### config.mk
export PLATFORM = sky130hd
export DESIGN_NAME = flash_arbiter_flat
export DESIGN_NICKNAME = d
export VERILOG_FILES = /design/src/rtl/flash_arb_pkg.sv /design/src/rtl/flash_arbiter_if.sv /design/src/rtl/flash_line_buf.sv /design/src/rtl/flash_arbiter.sv /design/src/flat_wrapper.sv
export SDC_FILE = /design/constraint.sdc
export NUM_CORES = 1
export LEC_CHECK = 0
export ABC_AREA = 1
export CORE_ASPECT_RATIO = 1.4
export CORE_MARGIN = 3
export CORE_UTILIZATION = 44
export CTS_BUF_LIST = sky130_fd_sc_hd__clkbuf_16
export DETAILED_ROUTE_END_ITERATION = 16
export HOLD_SLACK_MARGIN = 0.05
export PLACE_DENSITY = 0.81
export SLEW_MARGIN = 0
export SYNTH_ARGS = -nofsm -noshare
export SYNTH_HDL_FRONTEND = slang
export SYNTH_SLANG_ARGS = --single-unit
### constraint.sdc
create_clock -name clk -period 3 [get_ports clk]
set_input_delay 0.3 -clock clk [delete_from_list [all_inputs] [get_ports clk]]
set_output_delay 0.3 -clock clk [all_outputs]
set_load 0.005 [all_outputs]
### src/rtl/flash_arb_pkg.sv
// Shared types and constants for the flash arbiter: FSM states, port ids and
// default bus widths.
package flash_arb_pkg;

    localparam int ADDR_W_DEF = 10;
    localparam int DATA_W_DEF = 32;

    localparam logic PORT_IF = 1'b0;
    localparam logic PORT_D  = 1'b1;

    typedef enum logic [1:0] {
        IDLE,
        ISSUE,
        WAIT,
        RESP
    } state_t;

endpackage

### src/rtl/flash_arbiter_if.sv
// Bundle of core-side fetch/data ports and the Mem_Flash handshake.
// The arbiter uses the slave view; the surrounding core/flash use master.
interface flash_arbiter_if
    import flash_arb_pkg::*;
#(
    parameter int ADDR_W = ADDR_W_DEF,
    parameter int DATA_W = DATA_W_DEF
) ();

    logic              if_req;
    logic [ADDR_W-1:0] if_addr;
    logic              if_ack;
    logic [DATA_W-1:0] if_rdata;
    logic              if_err;

    logic              d_req;
    logic [ADDR_W-1:0] d_addr;
    logic              d_ack;
    logic [DATA_W-1:0] d_rdata;
    logic              d_err;

    logic              buf_inv;
    logic              ld_flash;
    logic [ADDR_W-1:0] flash_addr_PC;
    logic              flash_busy;
    logic [DATA_W-1:0] dout_flash;

    modport slave (
        input  if_req, if_addr, d_req, d_addr, buf_inv, flash_busy, dout_flash,
        output if_ack, if_rdata, if_err, d_ack, d_rdata, d_err, ld_flash, flash_addr_PC
    );

    modport master (
        output if_req, if_addr, d_req, d_addr, buf_inv, flash_busy, dout_flash,
        input  if_ack, if_rdata, if_err, d_ack, d_rdata, d_err, ld_flash, flash_addr_PC
    );

endinterface

### src/rtl/flash_line_buf.sv
// One-entry fetch line buffer: tag/data/valid with combinational lookup,
// registered fill and invalidate. Invalidate wins over a simultaneous fill.
module flash_line_buf #(
    parameter int ADDR_W = 10,
    parameter int DATA_W = 32
) (
    input  logic              clk,
    input  logic              rst,
    input  logic [ADDR_W-1:0] lookup_addr,
    output logic              hit,
    output logic [DATA_W-1:0] hit_data,
    input  logic              fill_en,
    input  logic [ADDR_W-1:0] fill_tag,
    input  logic [DATA_W-1:0] fill_data,
    input  logic              inv
);

    logic              valid_q;
    logic [ADDR_W-1:0] tag_q;
    logic [DATA_W-1:0] data_q;

    // NOTE: only valid_q decides a hit; tag/data are reset as well so the
    // buffer never presents X on its data output after reset.
    always_ff @(posedge clk or posedge rst) begin
        if (rst) begin
            valid_q <= 1'b0;
            tag_q   <= '0;
            data_q  <= '0;
        end else begin
            if (fill_en) begin
                tag_q  <= fill_tag;
                data_q <= fill_data;
            end
            if (inv) begin
                valid_q <= 1'b0;
            end else if (fill_en) begin
                valid_q <= 1'b1;
            end
        end
    end

    assign hit      = valid_q && (tag_q == lookup_addr);
    assign hit_data = data_q;

endmodule

### src/rtl/flash_arbiter.sv
// Arbitrates the single-ported flash between instruction fetch and data load,
// with bounded data priority, a one-entry fetch buffer and a busy timeout.
module flash_arbiter
    import flash_arb_pkg::*;
#(
    parameter int ADDR_W      = ADDR_W_DEF,
    parameter int DATA_W      = DATA_W_DEF,
    parameter int TIMEOUT     = 64,
    parameter int DATA_STREAK = 2
) (
    input  logic           clk,
    input  logic           rst,
    flash_arbiter_if.slave bus
);

    localparam int TMR_W = $clog2(TIMEOUT + 1);
    localparam int STK_W = $clog2(DATA_STREAK + 1);

    localparam logic [TMR_W-1:0] TIMEOUT_V = TMR_W'(TIMEOUT);
    localparam logic [STK_W-1:0] STREAK_V  = STK_W'(DATA_STREAK);

    state_t            state_q, state_d;
    logic              ld_q, ld_d;
    logic              if_ack_q, if_ack_d;
    logic              d_ack_q, d_ack_d;
    logic [DATA_W-1:0] rdata_q, rdata_d;
    logic              err_q, err_d;
    logic [ADDR_W-1:0] addr_q, addr_d;
    logic              port_q, port_d;
    logic [STK_W-1:0]  streak_q, streak_d;
    logic [TMR_W-1:0]  timer_q, timer_d;
    logic              seen_q, seen_d;

    logic              buf_hit;
    logic [DATA_W-1:0] buf_data;
    logic              fill_en;
    logic              d_wins;

    flash_line_buf #(
        .ADDR_W (ADDR_W),
        .DATA_W (DATA_W)
    ) u_line_buf (
        .clk         (clk),
        .rst         (rst),
        .lookup_addr (bus.if_addr),
        .hit         (buf_hit),
        .hit_data    (buf_data),
        .fill_en     (fill_en),
        .fill_tag    (addr_q),
        .fill_data   (bus.dout_flash),
        .inv         (bus.buf_inv)
    );

    // Data keeps priority until it has won DATA_STREAK grants over a waiting fetch.
    assign d_wins = bus.d_req && ((streak_q < STREAK_V) || !bus.if_req);

    // NOTE: every signal gets its default before the case so no path leaves
    // one unassigned, which would otherwise infer a latch.
    always_comb begin
        state_d  = state_q;
        ld_d     = 1'b0;
        if_ack_d = 1'b0;
        d_ack_d  = 1'b0;
        rdata_d  = rdata_q;
        err_d    = err_q;
        addr_d   = addr_q;
        port_d   = port_q;
        streak_d = streak_q;
        timer_d  = timer_q;
        seen_d   = seen_q;
        fill_en  = 1'b0;

        unique case (state_q)
            IDLE: begin
                if (d_wins) begin
                    port_d  = PORT_D;
                    addr_d  = bus.d_addr;
                    state_d = ISSUE;
                    ld_d    = !bus.flash_busy;
                    if (streak_q != STREAK_V) begin
                        streak_d = streak_q + 1'b1;
                    end
                end else if (bus.if_req) begin
                    port_d   = PORT_IF;
                    streak_d = '0;
                    if (buf_hit) begin
                        state_d  = RESP;
                        if_ack_d = 1'b1;
                        rdata_d  = buf_data;
                        err_d    = 1'b0;
                    end else begin
                        addr_d  = bus.if_addr;
                        state_d = ISSUE;
                        ld_d    = !bus.flash_busy;
                    end
                end
            end

            // The strobe is registered, so ISSUE lasts until the cycle it is visible.
            ISSUE: begin
                if (ld_q) begin
                    state_d = WAIT;
                    timer_d = '0;
                    seen_d  = 1'b0;
                end else if (!bus.flash_busy) begin
                    ld_d = 1'b1;
                end
            end

            WAIT: begin
                seen_d = seen_q || bus.flash_busy;
                if (seen_q && !bus.flash_busy) begin
                    state_d  = RESP;
                    rdata_d  = bus.dout_flash;
                    err_d    = 1'b0;
                    if_ack_d = (port_q == PORT_IF);
                    d_ack_d  = (port_q == PORT_D);
                    fill_en  = (port_q == PORT_IF);
                end else if (timer_q == TIMEOUT_V) begin
                    state_d  = RESP;
                    rdata_d  = '0;
                    err_d    = 1'b1;
                    if_ack_d = (port_q == PORT_IF);
                    d_ack_d  = (port_q == PORT_D);
                end else begin
                    timer_d = timer_q + 1'b1;
                end
            end

            RESP: begin
                state_d = IDLE;
                err_d   = 1'b0;
            end

            default: state_d = IDLE;
        endcase
    end

    // NOTE: state is updated with non-blocking assignments so every register
    // samples the values from before this edge.
    always_ff @(posedge clk or posedge rst) begin
        if (rst) begin
            state_q  <= IDLE;
            ld_q     <= 1'b0;
            if_ack_q <= 1'b0;
            d_ack_q  <= 1'b0;
            rdata_q  <= '0;
            err_q    <= 1'b0;
            addr_q   <= '0;
            port_q   <= PORT_IF;
            streak_q <= '0;
            timer_q  <= '0;
            seen_q   <= 1'b0;
        end else begin
            state_q  <= state_d;
            ld_q     <= ld_d;
            if_ack_q <= if_ack_d;
            d_ack_q  <= d_ack_d;
            rdata_q  <= rdata_d;
            err_q    <= err_d;
            addr_q   <= addr_d;
            port_q   <= port_d;
            streak_q <= streak_d;
            timer_q  <= timer_d;
            seen_q   <= seen_d;
        end
    end

    assign bus.if_ack        = if_ack_q;
    assign bus.if_rdata      = rdata_q;
    assign bus.if_err        = err_q;
    assign bus.d_ack         = d_ack_q;
    assign bus.d_rdata       = rdata_q;
    assign bus.d_err         = err_q;
    assign bus.ld_flash      = ld_q;
    assign bus.flash_addr_PC = addr_q;

endmodule

### src/flat_wrapper.sv
// flat-port wrapper written by rule: the top's interface ports become plain ports
module flash_arbiter_flat import flash_arb_pkg::*;
#(
    parameter int ADDR_W      = ADDR_W_DEF,
    parameter int DATA_W      = DATA_W_DEF,
    parameter int TIMEOUT     = 64,
    parameter int DATA_STREAK = 2
)
  (clk, rst, bus_if_req, bus_if_addr, bus_d_req, bus_d_addr, bus_buf_inv, bus_flash_busy, bus_dout_flash, bus_if_ack, bus_if_rdata, bus_if_err, bus_d_ack, bus_d_rdata, bus_d_err, bus_ld_flash, bus_flash_addr_PC);
  flash_arbiter_if #(.ADDR_W(ADDR_W), .DATA_W(DATA_W)) bus_i ();
  input  logic clk;
  input  logic rst;
  input wire logic [$bits(bus_i.if_req)-1:0] bus_if_req;
  input wire logic [$bits(bus_i.if_addr)-1:0] bus_if_addr;
  input wire logic [$bits(bus_i.d_req)-1:0] bus_d_req;
  input wire logic [$bits(bus_i.d_addr)-1:0] bus_d_addr;
  input wire logic [$bits(bus_i.buf_inv)-1:0] bus_buf_inv;
  input wire logic [$bits(bus_i.flash_busy)-1:0] bus_flash_busy;
  input wire logic [$bits(bus_i.dout_flash)-1:0] bus_dout_flash;
  output wire logic [$bits(bus_i.if_ack)-1:0] bus_if_ack;
  output wire logic [$bits(bus_i.if_rdata)-1:0] bus_if_rdata;
  output wire logic [$bits(bus_i.if_err)-1:0] bus_if_err;
  output wire logic [$bits(bus_i.d_ack)-1:0] bus_d_ack;
  output wire logic [$bits(bus_i.d_rdata)-1:0] bus_d_rdata;
  output wire logic [$bits(bus_i.d_err)-1:0] bus_d_err;
  output wire logic [$bits(bus_i.ld_flash)-1:0] bus_ld_flash;
  output wire logic [$bits(bus_i.flash_addr_PC)-1:0] bus_flash_addr_PC;
  assign bus_i.if_req = bus_if_req;
  assign bus_i.if_addr = bus_if_addr;
  assign bus_i.d_req = bus_d_req;
  assign bus_i.d_addr = bus_d_addr;
  assign bus_i.buf_inv = bus_buf_inv;
  assign bus_i.flash_busy = bus_flash_busy;
  assign bus_i.dout_flash = bus_dout_flash;
  assign bus_if_ack = bus_i.if_ack;
  assign bus_if_rdata = bus_i.if_rdata;
  assign bus_if_err = bus_i.if_err;
  assign bus_d_ack = bus_i.d_ack;
  assign bus_d_rdata = bus_i.d_rdata;
  assign bus_d_err = bus_i.d_err;
  assign bus_ld_flash = bus_i.ld_flash;
  assign bus_flash_addr_PC = bus_i.flash_addr_PC;
  flash_arbiter #(.ADDR_W(ADDR_W), .DATA_W(DATA_W), .TIMEOUT(TIMEOUT), .DATA_STREAK(DATA_STREAK)) u_core (.clk(clk), .rst(rst), .bus(bus_i));
endmodule
==> flow_summary.toml <==
[clock_network]
cts_resized = 0
clkTransAtPathRegs_ns = 0.07
cts_tree = "yes"
cts_root_buf = "clkbuf_16"
postCtsSetupBuffers = 0
clk_latency_ns = 0.34
numCtsBuffers = 9
postCtsHoldBufs = 0
cts_max_path_buffers = 2
cts.sinks = 102
htree_num_levels = 3

[logic_synthesis]
yosys_warnings = 0
syn_area_per_cell_um2 = 7.90
ys_ff_latch = 102
synthArstFlopShare_pct = 100
ys_types = 29
synth_ff_type = "dfrtp_1"
synth_cells = 663
synthesis.nets = 727
synth_edf_count = 0
ys_seq_area_share_pct = 48.7
syn_area_um2 = 5240

[timing]
finalHoldViolCount = 0
setup_viol = 0
fin_hold_ws_ns = 0.444
slew_viol_final = 0
slew_headroom_pct = 51.8
fin_ws_ns = 0.768
rsz0062_at_grt = "no"
fmax_mhz = 448
period_needed_ns = 2.23
post-route-period-util_pct = 74.4
tightest_slew_ns = 0.723
fin_skew_ns = 0.00750
tns_ns = 0

[worst_setup_path]
cp-end-kind = "flip-flop"
crit_fanout = 22
critPathRequiredTime_ns = 3.21
critPathArrivalTime_ns = 2.44
start_kind = "flip-flop"
critPathKind = "flip-flop to flip-flop"

[route]
drc_errors = 0
wl_per_cell_um = 14.4
firstDrtPassIters = 8
ant_nets = 0
avgViaCountPerCell = 5.10
drt_iter0_markers = 206
vias = 4606
drt-total-wl_um = 13000

[layout]
register_area_um2 = 2550
fill_cells = 1002
antennaDiodeCount = 0
multi_input_area_um2 = 1980
layout_common_cells = "nand2_1 (203), clkdlybuf4s50_1 (136), dfrtp_1 (102)"
syn_to_final_growth_pct = 29.0
final_common_cell = "nand2_1"
drive_gt1_share_pct = 5.26
nets = 819
stdcell_count = 904

[floorplan]
dieArea_um2 = 13300
rows = 46
core_area_um2 = 11500
dieHeight_um = 135
die_w_um = 98.2
ios = 137
initial_utilization_pct = 45.7

[place]
dp_cells = 888
post-dp-hpwl_um = 9390
io_buffers = 136
pre_cts_ws_ns = 0.488
gp_congestion = 0.790

[global_route]
grt_max_degree = 59
grt_pass1_vias = 4850
grt_pass1_wl_um = 21900
gr-total-overflow = 0
antenna_found_initial = 0
grt_usage_pct = 20.1

[power]
p_total_mw = 6.87
ir_drop_mv = 0.527
power_density_nw_per_um2 = 1020
p_leak_nw = 3.17

[job]
cap_violations = 0

[run_status]
outcome = "completed"

[hold_path]
hp-class = "primary input to async pin"
[metal layers]
layer  GRT usage (%)  up-vias  part of all wire, %
met3            3.57       28                  5.2
met4            7.90        0                  2.3
met2            37.7      151                   53
li1                -     2248                    -
met1            22.4     2179                   39
met5               0        -                    0
[power by group]
| part | internal, mW | leakage (nW) | switching, mW | total, mW |
|---|---|---|---|---|
| clock | 0.727 | 0.155 | 0.502 | 1.23 |
| combinational | 1.54 | 1.75 | 1.70 | 3.24 |
| sequential | 2.01 | 1.27 | 0.392 | 2.40 |
| total | 4.28 | 3.17 | 2.59 | 6.87 |
[metrics by stage]
step	instance area, µm²	util [%]
6_report	6750	59.0
5_1_grt	6750	59.0
4_1_cts	6750	59.0
3_5_place_dp	6440	56.2
3_3_place_gp	6440	56.2
2_1_floorplan	5240	-
[Yosys cell counts, types with 3 or more instances]
cell / n / area, µm²
a21oi_1: 11 / 55.1
buf_2: 9 / 45.0
buf_4: 33 / 248
buf_6: 8 / 90.1
clkbuf_1: 14 / 52.6
dfrtp_1: 102 / 2550
ha_1: 6 / 75.1
inv_1: 68 / 255
nand2_1: 203 / 762
nand2_2: 3 / 18.8
nand3_1: 76 / 380
nand4_1: 4 / 25.0
nor2_1: 20 / 75.1
o21ai_0: 86 / 430
xnor2_1: 3 / 26.3
[logic make-up (layout without fill, tap and decap cells)]
logic type / Yosys count / count (layout) / share of synthesized area (%)
compound gates: 100 / 100 / 9.70
xor+xnor: 5 / 5 / 0.836
fa+ha+maj: 6 / 6 / 1.43
buf+inv: 135 / 232 / 13.7
flops: 102 / 102 / 48.7
simple gates: 315 / 315 / 25.6
[worst max-delay path, stage by stage, from the launching register on]
cell	delay [ns]
dfrtp_1	0.40
inv_1	0.09
ha_2	0.18
buf_4	0.25
nand2_1	0.21
nor2_4	0.43
inv_1	0.33
nand2_1	0.11
o21ai_0	0.08
[state kept, by name, indices dropped and copies added (netlist names), 2 cells and up]
register / flops
u_core.bus.flash_addr_PC: 10
u_core.bus.d_rdata: 32
u_core.u_line_buf.hit_data: 32
u_core.timer_q: 7
u_core.u_line_buf.tag_q: 10
u_core.state_q: 2
u_core.streak_q: 2
[path summary, 6_finish.rpt]
path / slack [ns] / cells after the start / from / end
max: 0.77 / 8 / u_core.state_q[0]$_DFFE_PP0P_ / u_core.u_line_buf.hit_data[12]$_DFFE_PP0P_
min: 0.44 / 2 / rst / u_core.bus.d_rdata[15]$_DFFE_PP0P_
max reg2reg: 0.77 / 8 / u_core.state_q[0]$_DFFE_PP0P_ / u_core.u_line_buf.hit_data[12]$_DFFE_PP0P_
min reg2reg: 0.49 / 2 / u_core.u_line_buf.hit_data[9]$_DFFE_PP0P_ / u_core.u_line_buf.hit_data[9]$_DFFE_PP0P_
max in group asynchronous: 1.88 / 3 / rst / u_core.bus.flash_addr_PC[1]$_DFFE_PP0P_
min in group clk: 0.49 / 2 / bus_buf_inv / u_core.u_line_buf.valid_q$_DFFE_PP0P_
[area by class of cell]
type	count	area share [%]
clock buffers	9	3.33
clock inverters	7	1.32
inverters	69	3.87
multi-input cells	426	29.3
flip-flops and latches	102	37.8
well taps	144	2.67
repair buffers	147	21.7
Power figures use the tool's default switching activity.
